--- src/rtl/mem_arbiter.sv ---
// mem_arbiter: round-robin arbiter that funnels NUM_REQ requesters onto one
// memory-controller port, with a single transaction outstanding at a time.
// Each transaction walks IDLE -> ISSUE -> WAIT -> RESP; WAIT is bounded by
// TIMEOUT, and a timed-out transaction completes with resp_err.
module mem_arbiter #(
    parameter int NUM_REQ = 4,
    parameter int TIMEOUT = 255
) (
    input  logic                  clk,
    input  logic                  rst,
    input  logic [NUM_REQ-1:0]    req_valid,
    output logic [NUM_REQ-1:0]    req_ready,
    input  logic [NUM_REQ-1:0]    req_wr,
    input  logic [NUM_REQ*32-1:0] req_addr,
    input  logic [NUM_REQ*32-1:0] req_wdata,
    output logic [NUM_REQ-1:0]    resp_valid,
    output logic [31:0]           resp_data,
    output logic                  resp_err,
    output logic                  mc_rd_en,
    output logic                  mc_wr_en,
    output logic [31:0]           mc_addr,
    output logic [31:0]           mc_wdata,
    output logic                  mc_request_valid,
    input  logic                  mc_request_rdy,
    input  logic                  mc_done,
    input  logic [31:0]           mc_data,
    output logic                  busy,
    output logic [2:0]            grant_id
);

    localparam int CW = (TIMEOUT < 1) ? 1 : $clog2(TIMEOUT + 1);
    localparam logic [NUM_REQ-1:0] ONE = NUM_REQ'(1);

    typedef enum logic [1:0] {S_IDLE, S_ISSUE, S_WAIT, S_RESP} state_t;

    state_t         r_state;
    logic [2:0]     r_prio_ptr;
    logic [2:0]     r_grant_id;
    logic           r_wr;
    logic [31:0]    r_addr;
    logic [31:0]    r_wdata;
    logic [31:0]    r_resp_data;
    logic           r_resp_err;
    logic [CW-1:0]  r_cnt;

    logic           w_hi_vld, w_lo_vld, w_win_vld;
    logic [2:0]     w_hi_idx, w_lo_idx, w_win_idx;
    logic           w_sel_wr;
    logic [31:0]    w_sel_addr, w_sel_wdata;

    // Round-robin pick: lowest valid index at or above the pointer, else the
    // lowest valid index overall (the scan wrapped past NUM_REQ-1).
    always_comb begin
        w_hi_vld = 1'b0;
        w_hi_idx = '0;
        w_lo_vld = 1'b0;
        w_lo_idx = '0;
        for (int i = NUM_REQ - 1; i >= 0; i--) begin
            if (req_valid[i]) begin
                w_lo_vld = 1'b1;
                w_lo_idx = 3'(i);
                if (3'(i) >= r_prio_ptr) begin
                    w_hi_vld = 1'b1;
                    w_hi_idx = 3'(i);
                end
            end
        end
        w_win_vld = w_lo_vld;
        w_win_idx = w_hi_vld ? w_hi_idx : w_lo_idx;
    end

    // Mux the winner's command fields out of the flattened request buses.
    always_comb begin
        w_sel_wr    = 1'b0;
        w_sel_addr  = '0;
        w_sel_wdata = '0;
        for (int i = 0; i < NUM_REQ; i++) begin
            if (3'(i) == w_win_idx) begin
                w_sel_wr    = req_wr[i];
                w_sel_addr  = req_addr[32*i +: 32];
                w_sel_wdata = req_wdata[32*i +: 32];
            end
        end
    end

    // Transaction FSM; reset discards any in-flight transaction silently.
    always_ff @(posedge clk or negedge rst) begin
        if (!rst) begin
            r_state     <= S_IDLE;
            r_prio_ptr  <= '0;
            r_grant_id  <= '0;
            r_wr        <= 1'b0;
            r_addr      <= '0;
            r_wdata     <= '0;
            r_resp_data <= '0;
            r_resp_err  <= 1'b0;
            r_cnt       <= '0;
        end else begin
            case (r_state)
                S_IDLE: begin
                    if (w_win_vld) begin
                        r_grant_id <= w_win_idx;
                        r_wr       <= w_sel_wr;
                        r_addr     <= w_sel_addr;
                        r_wdata    <= w_sel_wdata;
                        r_state    <= S_ISSUE;
                    end
                end
                S_ISSUE: begin
                    if (mc_request_rdy) begin
                        r_cnt   <= '0;
                        r_state <= S_WAIT;
                    end
                end
                S_WAIT: begin
                    // mc_done takes priority over a timeout landing in the same cycle
                    if (mc_done) begin
                        r_resp_data <= r_wr ? 32'h0 : mc_data;
                        r_resp_err  <= 1'b0;
                        r_state     <= S_RESP;
                    end else if (r_cnt == CW'(TIMEOUT)) begin
                        r_resp_data <= 32'h0;
                        r_resp_err  <= 1'b1;
                        r_state     <= S_RESP;
                    end else begin
                        r_cnt <= r_cnt + 1'b1;
                    end
                end
                S_RESP: begin
                    r_prio_ptr  <= (r_grant_id == 3'(NUM_REQ - 1)) ? 3'd0 : r_grant_id + 3'd1;
                    r_resp_data <= '0;
                    r_resp_err  <= 1'b0;
                    r_state     <= S_IDLE;
                end
                default: r_state <= S_IDLE;
            endcase
        end
    end

    // Outputs decode straight off registered state; req_ready is also gated by
    // reset so every output reads 0 while rst is low.
    assign req_ready        = (rst && r_state == S_IDLE && w_win_vld) ? (ONE << w_win_idx) : '0;
    assign resp_valid       = (r_state == S_RESP) ? (ONE << r_grant_id) : '0;
    assign resp_data        = r_resp_data;
    assign resp_err         = r_resp_err;
    assign mc_request_valid = (r_state == S_ISSUE);
    assign mc_rd_en         = (r_state == S_ISSUE) && !r_wr;
    assign mc_wr_en         = (r_state == S_ISSUE) && r_wr;
    assign mc_addr          = r_addr;
    assign mc_wdata         = r_wdata;
    assign busy             = (r_state != S_IDLE);
    assign grant_id         = r_grant_id;

endmodule

--- config.mk ---
export PLATFORM = sky130hd
export DESIGN_NAME = mem_arbiter
export DESIGN_NICKNAME = d
export VERILOG_FILES = /design/src/rtl/mem_arbiter.sv
export SDC_FILE = /design/constraint.sdc
export NUM_CORES = 1
export LEC_CHECK = 0
export ABC_CLOCK_PERIOD_IN_PS = 2800
export CAP_MARGIN = 0
export CORE_AREA = 2 2 159 161
export DETAILED_ROUTE_END_ITERATION = 7
export DIE_AREA = 0 0 161 163
export HOLD_SLACK_MARGIN = 0.03
export PLACE_DENSITY = 0.68
export SLEW_MARGIN = 5
export SYNTH_ARGS = -nofsm -noshare
export SYNTH_HDL_FRONTEND = slang
export SYNTH_SLANG_ARGS = --single-unit
export TNS_END_PERCENT = 10
--- constraint.sdc ---
create_clock -name clk -period 2.8 [get_ports clk]
set_input_delay 0.42 -clock clk [delete_from_list [all_inputs] [get_ports clk]]
set_output_delay 0.42 -clock clk [all_outputs]
set_load 0.02 [all_outputs]
# Word-level counts from Yosys, hierarchy flattened
# Cells that the tools add are included.
# W data, S select, Z words.
# totals
out_inout_bits	112
inputBits	300
elab_cells	100
ff_bits	114
# classes
eq_ne	13
n_addsub	2
reduce_logical	14
shifts	2
magnitude_cmp	4
n_mux	56
# ops
op	count
$mux W32	11
$pmux W32 S2	1
$mux W3	11
$mux W8	3
$mux W1	18
$pmux W8 S2	1
$mux W2	7
$add A8 B1 Y8 const B	1
$eq A8 B8 Y1 const B	1
$mux W4	2
$pmux W2 S4	1
$shl A1 B3 Y4 const A	2
$eq A2 B3 Y1 const A	2
$ge A1 B3 Y1 const A	2
$ge A2 B3 Y1 const A	2
$ne A2 B2 Y1 const B	3
$reduce_bool A2 Y1	3
$eq A2 B2 Y1 const B	2
$logic_and A1 B1 Y1	4
$reduce_and A2 Y1	2
$reduce_and A4 Y1	1
$add A3 B1 Y3 const B	1
$eq A1 B3 Y1 const A	1
$eq A3 B2 Y1 const B	1
8 further kinds	8

# Logic depth before layout (Yosys ltp)
# Gate-level depths: netlist of the first run.
# depth
word_depth	15
mapped_depth	9
depth_no_buf	7

# Worst setup path before layout of the first run
# Ideal clock, no wire load.
# synth_timing
path_type	input -> output
start	input port req_valid[2]
end	output port req_ready[0]
setup_slack_ns	0.289
required_time_ns	2.380
n_path_buf	3
stages	7
arrival_time_ns	2.091
cell_sequence	nor2b_1 > a221o_1 > buf_2 > nand2_1 > buf_2 > clkbuf_1 > nor3b_1
# synth_via
elab_chain_cells	8
elab_cells_between_ends	20
classes_between	shift: 1; mux: 18; reduce/logical: 1
# synth_rtl
element	line	source
start: declaration	11	input logic [NUM_REQ-1:0] req_valid,
$mux W3 or $mux W1 (tied branches)	59	if (req_valid[i]) begin
$mux W3 or $mux W1 (tied branches)	62	if (3'(i) >= r_prio_ptr) begin
$mux W3 or $mux W1 (tied branches)	59	
$mux W3 or $mux W1 (tied branches)	62	
$mux W3 or $mux W1 (tied branches)	59	
$mux W3	69	w_win_idx = w_hi_vld ? w_hi_idx : w_lo_idx;
$shl A1 B3 Y4	142	assign req_ready = (rst && r_state == S_IDLE && w_win_vld) ? (ONE << w_win_idx) : '0;
$mux W4 *	142	
end: declaration	12	output logic [NUM_REQ-1:0] req_ready,
# Every way passes the cells marked *; elsewhere a longest branch is shown, timed or not.

# Final worst setup path of the first run
# layout_timing
start	input port req_valid[1]
end	output port req_ready[1]
# layout_via
elab_chain_cells	6
elab_cells_between_ends	14
classes_between	shift: 1; mux: 12; reduce/logical: 1
# layout_rtl
element	line
$mux W3 or $mux W1 (tied branches)	59
$mux W3 or $mux W1 (tied branches)	62
$mux W3 or $mux W1 (tied branches)	59
$mux W3	69
$shl A1 B3 Y4	142
$mux W4 *	142
# Marked as above.

==> impl_table.tex, run 1 <==
\begin{tabular}{lr}
\hline
Metric & Value \\
\hline
\multicolumn{2}{l}{\textbf{Floorplan}} \\
Core Area & 0.02467 sq mm \\
Die Height & between 150 and 200 um \\
Die area & about 0.026 sq mm \\
Standard-cell rows & 58 \\
Starting utilization of the core area & 28.60\% \\
Num ports & 412 \\
Horiz. Die Dim & roughly 160 um \\
\multicolumn{2}{l}{\textbf{Global routing}} \\
Busiest metal layer after global routing & met2 \\
Vias in the first global route & $\sim$8300 \\
Met2 track demand over resource in global routing & between 40\% and 50\% \\
Met3 GRT Util & between 6 and 7\% \\
GRT Residual Overflow & 0 \\
Overall global routing resource usage & between 20\% and 30\% \\
Pin count of the biggest net entering global routing & between 70 and 80 \\
Initial antenna violation count & 2 \\
Wire length of the first global-routing pass & 48650 um \\
Routing usage on met1 & between 20\% and 30\% \\
\multicolumn{2}{l}{\textbf{Place}} \\
Setup slack after placement & -248.4 ps \\
Placer congestion estimate & $\sim$0.85 \\
Placed Instances & approximately 1500 \\
Instance area at placement & 0.01171 sq mm \\
Number of I/O port buffers & 410 \\
HPWL reported at the end of detailed placement & around 23000 um \\
\multicolumn{2}{l}{\textbf{Setup path}} \\
Critical path arrival & 2320 ps \\
Terminus of the critical flop-to-flop path & mc\_wdata[15]\$\_DFFE\_PN0P\_ \\
Worst setup path class & primary input to output port \\
Startpoint Class & primary input \\
Register-to-register path setup slack & 190 ps \\
CP required & 2380 ps \\
Reg2Reg Depth & 6 \\
Delay of the slowest critical-path stage & just under 600 ps \\
Count of buffer and inverter cells on the critical path & 2 \\
Dominant delay contributor by cell family on the critical path & simple AND/OR/NAND/NOR gates \\
Sequence of cells on the critical path & clkdlybuf4s50\_1, nor2\_1, or4\_4, nand2\_2, and3b\_1, dlygate4sd2\_1 \\
Slowest cell on crit path & clkdlybuf4s50\_1 \\
Critical register-to-register path startpoint & r\_prio\_ptr[1]\$\_DFFE\_PN0P\_ \\
CP max FO & 6 \\
Endpoint class of the critical path & output port \\
\multicolumn{2}{l}{\textbf{Synthesis}} \\
Number of synthesized register bits & approximately 110 \\
Share of synthesized flip-flops with an asynchronous set or reset & 100.0\% \\
Area share of the largest cell type after synthesis & roughly 40\% \\
Synthesized net count & $\sim$1200 \\
Post-synth top flop & dfrtp\_1 \\
Cell count after synthesis & around 840 \\
Leading cell type by number of instances after synthesis & dfrtp\_1 \\
Top post-synthesis cells by area & dfrtp\_1, and3\_1, o21ai\_0 \\
Cell taking the most area after synthesis & dfrtp\_1 \\
Sequential-to-total area share from yosys stat & between 30\% and 40\% \\
Mean instance size in the synthesized netlist & 8.389 sq um \\
Number of flops mapped to enable cells by yosys & 0 \\
Count of unique library cells instantiated by Yosys & 47 \\
Post-synthesis instance area & about 0.0071 sq mm \\
Synth warn & 0 \\
Most used standard cells in the synthesized netlist & dfrtp\_1, o21ai\_0, and3\_1 \\
\multicolumn{2}{l}{\textbf{Power and ir drop}} \\
Cell Pwr Density & 936.6 mW/mm\^{}2 \\
Total design power & roughly 0.011 W \\
IR drop worst, VDD & between 0.4 and 0.5 mV \\
LEAKAGE & 4.900 nW \\
\multicolumn{2}{l}{\textbf{Finish}} \\
Count of nets after finishing & 1522 \\
Area growth from synthesis to final layout & 69.96\% \\
Non-Filler Instances & around 1500 \\
Area of the multi-input gates & $\sim$0.0037 sq mm \\
Non-Filler Cell Area, Final & around 0.012 sq mm \\
Final cell utilization of the core & between 40\% and 50\% \\
Register cell area after layout & $\sim$0.0028 sq mm \\
Count of filler cells inserted in the layout & about 2400 \\
Proportion of layout cells with a drive suffix above 1 & between 6 and 7\% \\
\multicolumn{2}{l}{\textbf{Clocking}} \\
Maximum clock insertion buffer count & 2 \\
Clock Latency Late Sink & roughly 370 ps \\
CTS tree & yes \\
Count of H-tree levels built during CTS & 3 \\
Clock transition at the registers of the reported paths & $\sim$100 ps \\
Post-CTS setup buffers & 0 \\
Root buffer cell & clkbuf\_16 \\
Number of buffers inserted during clock tree synthesis & 9 \\
Number of sinks handled by clock tree synthesis & $\sim$110 \\
\multicolumn{2}{l}{\textbf{Routing}} \\
First DRT Iteration DRCs & about 570 \\
DRC errors left & 0 \\
Average wire per standard cell & roughly 21 um \\
Length of the first detailed-routing pass in iterations & 5 \\
Detail-routed via count per cell & roughly 5.3 \\
Total detailed-routing wirelength & $\sim$32000 um \\
Number of routed nets with antenna violations & 0 \\
Number of vias in the routed layout & between 8000 and 9000 \\
\multicolumn{2}{l}{\textbf{STA}} \\
Pins over their slew limit & 0 \\
Tmin final & 2736 ps \\
Worst Clk Skew & between 15 and 20 ps \\
Setup repair after global routing missed its margin & yes \\
Post-route fraction of the period consumed by the critical path & 97.73\% \\
Hold violation total from the final report & 0 \\
Worst setup margin & about 64 ps \\
\# setup viols final & 0 \\
Relative slew slack & between 20 and 30\% \\
Tightest Pin Transition & roughly 1100 ps \\
Highest clock rate & about 370 MHz \\
\multicolumn{2}{l}{\textbf{Job}} \\
Max capacitance violation total & 0 \\
\multicolumn{2}{l}{\textbf{Run status}} \\
Outcome & completed \\
\multicolumn{2}{l}{\textbf{Worst hold path}} \\
Worst min path class & primary input to async pin \\
\hline
\end{tabular}
how the worst max path moves through the flow:
stage	from	end	cells past startpoint
final	req_valid[1]	req_ready[1]	6
after floorplan	req_valid[2]	req_ready[0]	7
after CTS	req_valid[1]	req_ready[1]	6
after global placement	req_valid[1]	req_ready[0]	6
after detailed placement	req_valid[1]	req_ready[0]	6
after global routing	r_prio_ptr[1]$_DFFE_PN0P_	mc_wdata[16]$_DFFE_PN0P_	6
where the power goes:
group	switching [W]	leakage [nW]	internal, W	total [W]
Combinational	0.00397	3.35	0.00311	0.00708
Sequential	0.000471	1.41	0.00237	0.00284
Clock	0.000691	0.139	0.000618	0.00131
Total	0.00513	4.90	0.00610	0.0112
worst register-to-register path, delay by kind of cell (launching register included):
kind                   cells  cell delay [ps]
DFF                        1              520
and+or+nand+nor            2             1100
AOI/OAI and AO/OA          3              480
buffers and inverters      1              430
flip-flops by register name, summed over array words and instances (netlist names):
register and flops:
r_wr 1, r_state 2, resp_err 1, mc_addr 32
r_prio_ptr 2, grant_id 2, resp_data 32, r_cnt 8
mc_wdata 32
logic make-up (layout without fill, tap and decap cells):
group | count (synthesis) | count (layout) | share of synthesized area (%)
AOI/OAI and AO/OA | 336 | 336 | 31.65
xor gates and xnor gates | 6 | 6 | 0.7448
adders and majority gates | 10 | 10 | 1.773
buffers and inverters | 170 | 545 | 9.558
DFF | 112 | 112 | 39.72
muxes | 2 | 2 | 0.3192
other | 1 | 3 | 0.05315
and+or+nand+nor | 204 | 204 | 16.17
stage by stage:
stage	TNS [ps]	hold WS (ps)
after floorplan	0	124.4
after global placement	-1457	498.5
after detailed placement	-2403	509.7
after CTS	0	343.9
after global routing	-1.345	367.3
final	0	276.6
layout make-up:
cell class | instances | area share, %
sequential | 112 | 23.37
multi-input combinational | 559 | 30.47
tap | 330 | 3.443
clock inverter | 6 | 0.4487
timing repair buffer | 451 | 37.88
antenna | 2 | 0.04174
inverter | 79 | 2.473
clock buffer | 9 | 1.878
cell usage in the layout, fill, tap and decap left out, types with 22 or more instances in the layout:
| cell | netlist | routed |
|---|---|---|
| a211oi_1 | 50 | 50 |
| a21oi_1 | 41 | 41 |
| a22oi_1 | 47 | 47 |
| and3_1 | 94 | 94 |
| buf_4 | 2 | 31 |
| clkdlybuf4s50_1 | 0 | 405 |
| dfrtp_1 | 112 | 112 |
| inv_1 | 79 | 79 |
| nand3_1 | 34 | 34 |
| nor2_1 | 32 | 30 |
| o21ai_0 | 110 | 110 |
| o21ai_1 | 23 | 22 |
timing repair:
action                                  in CTS  in global routing
gates resized for setup                      5                  1
endpoints found under the setup margin       4                  2
hold buffers                                 0                  0
layer usage:
layer	share of wire (%)	vias up	routed length, um
met2	48	405	15350
met1	40	3930	12850
met5	0	-	0
li1	-	3837	-
met3	8.8	62	2840
met4	3.7	0	1183
Note: power is estimated with default switching activity, not from simulation.
==> run 2, diff against run 1 <==
--- a/config.mk
+++ b/config.mk
@@ -6,7 +6,7 @@
 export NUM_CORES = 1
 export LEC_CHECK = 0
 export ABC_CLOCK_PERIOD_IN_PS = 2800
-export CAP_MARGIN = 0
+export CAP_MARGIN = 25
 export CORE_AREA = 2 2 159 161
 export DETAILED_ROUTE_END_ITERATION = 7
 export DIE_AREA = 0 0 161 163
==> run 2 against run 1 <==
Effect of this change: combinational power increased by 1%; clock-buffer cell count unchanged; die area unchanged; fmax decreased by 0.47%; register-to-register slack improved by 230 ps; wire length about the same; highest routed layer unchanged; worst setup slack got worse by 13 ps; first-iteration DRC count decreased by 14%; hold slack got worse by 260 ps; via count increased by 0.35%; sequential share of layout area decreased by 0.15 points.
==> impl_table.tex, run 2 (same netlist as run 1, synthesis figures left out) <==
\begin{tabular}{lr}
\hline
Metric & Value \\
\hline
\multicolumn{2}{l}{\textbf{Run status}} \\
Outcome & completed \\
\multicolumn{2}{l}{\textbf{Setup path}} \\
Delay of the slowest critical-path stage & 580 ps (about the same) \\
Endpoint class of the critical path & output port \\
CP max FO & 6 (unchanged) \\
Sequence of cells on the critical path & clkdlybuf4s50\_1, nor2\_1, or4\_4, nand2\_2, and3b\_1, dlygate4sd2\_1 \\
CP required & 2380 ps (about the same) \\
Critical path arrival & 2330 ps (about the same) \\
Startpoint Class & primary input \\
Worst setup path class & primary input to output port \\
Slowest cell on crit path & clkdlybuf4s50\_1 \\
\multicolumn{2}{l}{\textbf{Clocking}} \\
Post-CTS setup buffers & 0 (unchanged) \\
Clock transition at the registers of the reported paths & 90 ps (about the same) \\
Root buffer cell & clkbuf\_16 \\
Number of buffers inserted during clock tree synthesis & 9 (unchanged) \\
Number of sinks handled by clock tree synthesis & 112 (unchanged) \\
Clock Latency Late Sink & 370 ps (about the same) \\
CTS tree & yes \\
Count of H-tree levels built during CTS & 3 (unchanged) \\
Maximum clock insertion buffer count & 2 (unchanged) \\
\multicolumn{2}{l}{\textbf{STA}} \\
Relative slew slack & 48.25\% (+19 points) \\
Setup repair after global routing missed its margin & no \\
Worst setup margin & 50.58 ps (-13.05 ps) \\
Pins over their slew limit & 0 (unchanged) \\
Highest clock rate & 363.7 MHz (-0.47\%) \\
\# setup viols final & 0 (unchanged) \\
Worst hold slack across all endpoints & 21.04 ps (-255.6 ps) \\
Tightest Pin Transition & 776.2 ps (-287.5 ps) \\
Tmin final & 2749 ps (+13.05 ps) \\
Hold violation total from the final report & 0 (unchanged) \\
Worst Clk Skew & 13.90 ps (-1.109 ps) \\
Post-route fraction of the period consumed by the critical path & 98.19\% (+0.47 points) \\
\multicolumn{2}{l}{\textbf{Worst hold path}} \\
Worst min path class & primary input to async pin \\
\multicolumn{2}{l}{\textbf{Routing}} \\
Met3 layer wire length in the routed design & 2885 um (+1.6\%) \\
Detail-routed via count per cell & 5.328 (+0.16\%) \\
DRC errors left & 0 (unchanged) \\
Number of routed nets with antenna violations & 0 (unchanged) \\
Number of vias in the routed layout & 8263 (+0.35\%) \\
Average wire per standard cell & 20.78 um (-0.20\%) \\
Highest signal layer in the routed design & met4 \\
Total detailed-routing wirelength & 32230 um (about the same) \\
Met2 Routed Length & 15360 um (about the same) \\
First DRT Iteration DRCs & 492 (-14\%) \\
Wire length the detailed router placed on met1 & 12810 um (-0.37\%) \\
Length of the first detailed-routing pass in iterations & 5 (unchanged) \\
\multicolumn{2}{l}{\textbf{Global routing}} \\
GRT Residual Overflow & 0 (unchanged) \\
Vias in the first global route & 8312 (unchanged) \\
Wire length of the first global-routing pass & 48650 um (unchanged) \\
Initial antenna violation count & 2 (unchanged) \\
Pin count of the biggest net entering global routing & 78 (unchanged) \\
Overall global routing resource usage & 24.05\% (unchanged) \\
\multicolumn{2}{l}{\textbf{Place}} \\
HPWL reported at the end of detailed placement & 22840 um (unchanged) \\
Instance area at placement & 0.01171 sq mm (unchanged) \\
Setup slack after placement & -248.4 ps (unchanged) \\
Placer congestion estimate & 0.8495 (unchanged) \\
Number of I/O port buffers & 410 (unchanged) \\
\multicolumn{2}{l}{\textbf{Floorplan}} \\
Core Area & 0.02467 sq mm (unchanged) \\
Num ports & 412 (unchanged) \\
Starting utilization of the core area & 28.60\% (unchanged) \\
Horiz. Die Dim & 161 um (unchanged) \\
Die area & 0.02624 sq mm (unchanged) \\
Die Height & 163 um (unchanged) \\
Standard-cell rows & 58 (unchanged) \\
\multicolumn{2}{l}{\textbf{Power and ir drop}} \\
IR drop worst, VDD & 0.8647 mV (+87\%) \\
Cell Pwr Density & 936.9 mW/mm\^{}2 (about the same) \\
LEAKAGE & 4.934 nW (+0.69\%) \\
\multicolumn{2}{l}{\textbf{Finish}} \\
Area growth from synthesis to final layout & 71.02\% \\
Proportion of layout cells with a drive suffix above 1 & 7.219\% (+0.23 points) \\
Non-Filler Cell Area, Final & 0.01207 sq mm (+0.63\%) \\
Final cell utilization of the core & 48.90\% (+0.30 points) \\
Commonest non-fill, non-tap cell in the layout & clkdlybuf4s50\_1 \\
Count of filler cells inserted in the layout & 2392 (-0.21\%) \\
Count of nets after finishing & 1525 (+0.20\%) \\
Commonest cells after routing, fill and taps aside & clkdlybuf4s50\_1, dfrtp\_1, o21ai\_0, and3\_1, inv\_1 \\
\multicolumn{2}{l}{\textbf{Job}} \\
Max capacitance violation total & 0 (unchanged) \\
\hline
\end{tabular}
[run 2: cell count changes in the layout (fill, tap and decap cells not counted)]
| cell | previous run | this run |
|---|---|---|
| buf_16 | 0 | 2 |
| buf_12 | 11 | 12 |
[run 2: where the power goes]
part / switching [W] / internal [W] / total (W)
Sequential: 0.000470 / 0.00237 / 0.00284
Combinational: 0.00398 / 0.00318 / 0.00716
Clock: 0.000687 / 0.000618 / 0.00131
Total: 0.00514 / 0.00616 / 0.0113
[run 2: final cells by class]
cell class,instances,area [sq um],share of cell area (%)
Timing Repair Buffer,454,4617,38.26
Multi-Input combinational cell,559,3654,30.28
Sequential cell,112,2803,23.23
Tap cell,330,412.9,3.422
Inverter,79,296.5,2.457
Clock buffer,9,225.2,1.866
Clock inverter,6,53.80,0.4459
Antenna cell,2,5.005,0.04148
[run 2: worst max-delay path: cells and delay by family]
kind / cells / cell delay, ps
buf+inv: 2 / 940
simple gates: 4 / 960
[run 2: repair_timing]
action                     4_1_cts  5_1_grt
hold endpoints to repair         0        0
hold buffers                     0        0
cloned                           0        0
setup endpoints to repair        4        1
gates resized for setup          5        1
[run 2: layer usage]
layer  vias up  track usage [%]
met4         0            10.35
met3        62            6.595
met2       418            40.38
met1      3943            29.03
li1       3840                -
met5         -                0
[run 2: path summary, 6_finish.rpt]
| kind | from | endpoint | slack (ps) | depth (start not counted) |
|---|---|---|---|---|
| worst max-delay path | req_valid[1] | req_ready[1] | 50 | 6 |
| worst min-delay path | rst | mc_wdata[21]$_DFFE_PN0P_ | 20 | 2 |
| worst max register to register | r_state[0]$_DFFE_PN0P_ | mc_wdata[18]$_DFFE_PN0P_ | 420 | 8 |
| worst min register to register | mc_wdata[1]$_DFFE_PN0P_ | mc_wdata[1]$_DFFE_PN0P_ | 530 | 2 |
| max in group asynchronous | rst | r_cnt[7]$_DFFE_PN0P_ | 1520 | 4 |
| min in group clk | mc_wdata[1]$_DFFE_PN0P_ | mc_wdata[1]$_DFFE_PN0P_ | 530 | 2 |
[run 2: per-stage QoR]
| step | total power [W] | setup TNS [ps] | cells |
|---|---|---|---|
| finish | 0.01130 | 0 | 1551 |
| global route | 0.01206 | 0 | 1551 |
| CTS | 0.01131 | 0 | 1546 |
| detailed placement | 0.009971 | -2403 | 1531 |
| global placement | 0.009897 | -1457 | 1531 |
| floorplan | 0.006676 | 0 | 841 |
==> run 3, diff against run 2 <==
--- a/config.mk
+++ b/config.mk
@@ -7,11 +7,12 @@
 export LEC_CHECK = 0
 export ABC_CLOCK_PERIOD_IN_PS = 2800
 export CAP_MARGIN = 25
-export CORE_AREA = 2 2 159 161
+export CORE_AREA = 2 2 162 164
+export CTS_BUF_LIST = sky130_fd_sc_hd__clkbuf_2 sky130_fd_sc_hd__clkbuf_4 sky130_fd_sc_hd__clkbuf_8
 export DETAILED_ROUTE_END_ITERATION = 7
-export DIE_AREA = 0 0 161 163
+export DIE_AREA = 0 0 164 166
 export HOLD_SLACK_MARGIN = 0.03
-export PLACE_DENSITY = 0.68
+export PLACE_DENSITY = 0.66
 export SLEW_MARGIN = 5
 export SYNTH_ARGS = -nofsm -noshare
 export SYNTH_HDL_FRONTEND = slang
==> run 3 against run 2 <==
Effect of this change: via count shrank 2.2%; hold slack gained 97 ps; critical path type unchanged; clock-buffer cell count grew 2; first-iteration DRC count grew 3.9%; combinational power is essentially flat.
==> impl_table.tex, run 3 (same netlist as run 1, synthesis figures left out) <==
\begin{tabular}{lr}
\hline
Metric & Value \\
\hline
\multicolumn{2}{l}{\textbf{Run status}} \\
Outcome & completed \\
\multicolumn{2}{l}{\textbf{Finish}} \\
Commonest non-fill, non-tap cell in the layout & clkdlybuf4s50\_1 \\
Count of filler cells inserted in the layout & 2504 (+4.7\%) \\
Non-Filler Instances & 1556 (+0.32\%) \\
Commonest cells after routing, fill and taps aside & clkdlybuf4s50\_1, dfrtp\_1, o21ai\_0, and3\_1, inv\_1 \\
Area growth from synthesis to final layout & 69.16\% \\
Count of nets after finishing & 1525 (unchanged) \\
Non-Filler Cell Area, Final & 0.01194 sq mm (-1.1\%) \\
Final cell utilization of the core & 46.59\% (-2.3 points) \\
Proportion of layout cells with a drive suffix above 1 & 7.377\% (+0.16 points) \\
\multicolumn{2}{l}{\textbf{Routing}} \\
Number of vias in the routed layout & 8081 (-2.2\%) \\
DRC errors left & 0 (unchanged) \\
First DRT Iteration DRCs & 511 (+3.9\%) \\
Total detailed-routing wirelength & 31530 um (-2.2\%) \\
Detail-routed via count per cell & 5.193 (-2.5\%) \\
Number of routed nets with antenna violations & 0 (unchanged) \\
Length of the first detailed-routing pass in iterations & 5 (unchanged) \\
Average wire per standard cell & 20.26 um (-2.5\%) \\
\multicolumn{2}{l}{\textbf{STA}} \\
Relative slew slack & 34.45\% (-14 points) \\
Hold violation total from the final report & 0 (unchanged) \\
Post-route fraction of the period consumed by the critical path & 98.36\% (+0.17 points) \\
Tightest Pin Transition & 983.3 ps (+207.1 ps) \\
\# setup viols final & 0 (unchanged) \\
Final total negative setup slack & 0 ps (unchanged) \\
Highest clock rate & 363.1 MHz (-0.17\%) \\
Setup repair after global routing missed its margin & no \\
Pins over their slew limit & 0 (unchanged) \\
Worst Clk Skew & 19.14 ps (+5.233 ps) \\
Tmin final & 2754 ps (+4.755 ps) \\
\multicolumn{2}{l}{\textbf{Clocking}} \\
Clock Latency Late Sink & 390 ps (+20 ps) \\
Number of buffers inserted during clock tree synthesis & 9 (unchanged) \\
Number of buffers added to fix hold violations after cts & 0 (unchanged) \\
Count of H-tree levels built during CTS & 3 (unchanged) \\
Number of sinks handled by clock tree synthesis & 112 (unchanged) \\
Root buffer cell & clkbuf\_8 \\
Clock transition at the registers of the reported paths & 130 ps (+40 ps) \\
Maximum clock insertion buffer count & 2 (unchanged) \\
CTS tree & yes \\
\multicolumn{2}{l}{\textbf{Setup path}} \\
Count of buffer and inverter cells on the critical path & 3 (+1) \\
Sequence of cells on the critical path & clkdlybuf4s50\_1, nor2\_1, or4\_4, nand2\_2, buf\_6, nor3b\_2, buf\_4 \\
Delay of the slowest critical-path stage & 560 ps (-20 ps) \\
Startpoint Class & primary input \\
CP max FO & 49 (+43) \\
CP required & 2380 ps (about the same) \\
Endpoint class of the critical path & output port \\
Slowest cell on crit path & clkdlybuf4s50\_1 \\
Critical path arrival & 2330 ps (about the same) \\
Worst setup path class & primary input to output port \\
Dominant delay contributor by cell family on the critical path & buffers and inverters \\
\multicolumn{2}{l}{\textbf{Job}} \\
Max capacitance violation total & 0 (unchanged) \\
\multicolumn{2}{l}{\textbf{Floorplan}} \\
Standard-cell rows & 59 (+1.7\%) \\
Die area & 0.02722 sq mm (+3.7\%) \\
Num ports & 412 (unchanged) \\
Die Height & 166 um (+1.8\%) \\
Starting utilization of the core area & 27.54\% (-1.1 points) \\
Core Area & 0.02562 sq mm (+3.8\%) \\
Horiz. Die Dim & 164 um (+1.9\%) \\
\multicolumn{2}{l}{\textbf{Power and ir drop}} \\
Cell Pwr Density & 918.1 mW/mm\^{}2 (-2.0\%) \\
IR drop worst, VDD & 0.4630 mV (-46\%) \\
LEAKAGE & 4.874 nW (-1.2\%) \\
\multicolumn{2}{l}{\textbf{Global routing}} \\
Wire length of the first global-routing pass & 46690 um (-4.0\%) \\
Vias in the first global route & 8056 (-3.1\%) \\
GRT Residual Overflow & 0 (unchanged) \\
Overall global routing resource usage & 22.01\% (-2.0 points) \\
Initial antenna violation count & 1 (-1) \\
Pin count of the biggest net entering global routing & 113 (+45\%) \\
\multicolumn{2}{l}{\textbf{Place}} \\
Instance area at placement & 0.01171 sq mm (about the same) \\
Placer congestion estimate & 0.8773 (+3.3\%) \\
Placed Instances & 1538 (+0.46\%) \\
HPWL reported at the end of detailed placement & 22640 um (-0.88\%) \\
Number of I/O port buffers & 410 (unchanged) \\
\multicolumn{2}{l}{\textbf{Worst hold path}} \\
Worst min path class & primary input to async pin \\
\hline
\end{tabular}
[run 3: changes by cell type in the layout (fill, tap and decap cells not counted), sizes merged]
cell,change
dlygate4sd2,-2
clkinvlp,+1
inv,+1
diode,-1
buf,+1
clkinv,-3
clkbuf,+3
[run 3: timing repair]
| item | 4_1_cts | 5_1_grt |
|---|---|---|
| setup buffers | 0 | 0 |
| resized for setup | 3 | 1 |
| gates cloned | 0 | 1 |
| pin swaps | 0 | 0 |
| endpoints found under the setup margin | 3 | 1 |
[run 3: power by group]
| part | switching, W | total (W) | internal (W) |
|---|---|---|---|
| Sequential | 0.000455 | 0.00282 | 0.00237 |
| Clock | 0.000627 | 0.00100 | 0.000378 |
| Combinational | 0.00398 | 0.00713 | 0.00316 |
| Total | 0.00506 | 0.0110 | 0.00590 |
[run 3: through the flow]
stage,setup WS [ps],hold slack [ps],total power (W)
4_1_cts,14.02,205.9,0.01099
3_5_place_dp,-154.2,510.7,0.009948
6_report,45.82,118.3,0.01096
5_1_grt,3.275,193.5,0.01171
3_3_place_gp,-132.4,498.4,0.009864
2_1_floorplan,288.7,124.4,0.006676
[run 3: worst register-to-register path, stage by stage, from the launching register on]
cell and delay (ps):
dfrtp_1 440, nor2b_4 60, or4_4 540, buf_12 200, and3_1 460, a211oi_1 450
o21ai_0 160
[run 3: routing by layer]
metal / vias up / global-route usage (%) / routed length (um)
li1: 3835 / - / -
met1: 3869 / 26.43 / 12750
met2: 346 / 38.31 / 15520
met3: 31 / 6.643 / 2752
met4: 0 / 5.301 / 508
met5: - / 0 / 0
[run 3: area by class of cell]
class	instances	area, sq um	share of cell area [%]
Timing Repair Buffer	454	4571	38.30
Multi-Input combinational cell	559	3651	30.59
Sequential cell	112	2803	23.48
Tap cell	335	419.2	3.512
Inverter	79	296.5	2.485
Clock buffer	11	145.1	1.216
Clock inverter	5	47.55	0.3984
Antenna cell	1	2.502	0.02097
[run 3: worst paths after layout]
| check | start | endpoint | slack (ps) | cells after the start |
|---|---|---|---|---|
| min reg2reg | mc_wdata[16]$_DFFE_PN0P_ | mc_wdata[16]$_DFFE_PN0P_ | 530 | 2 |
| max | req_valid[1] | req_ready[0] | 50 | 7 |
| min | rst | mc_addr[16]$_DFFE_PN0P_ | 120 | 2 |
| max reg2reg | r_prio_ptr[0]$_DFFE_PN0P_ | mc_wdata[21]$_DFFE_PN0P_ | 380 | 6 |
| max in group asynchronous | rst | r_cnt[1]$_DFFE_PN0P_ | 2090 | 2 |
| min in group clk | mc_wdata[16]$_DFFE_PN0P_ | mc_wdata[16]$_DFFE_PN0P_ | 530 | 2 |
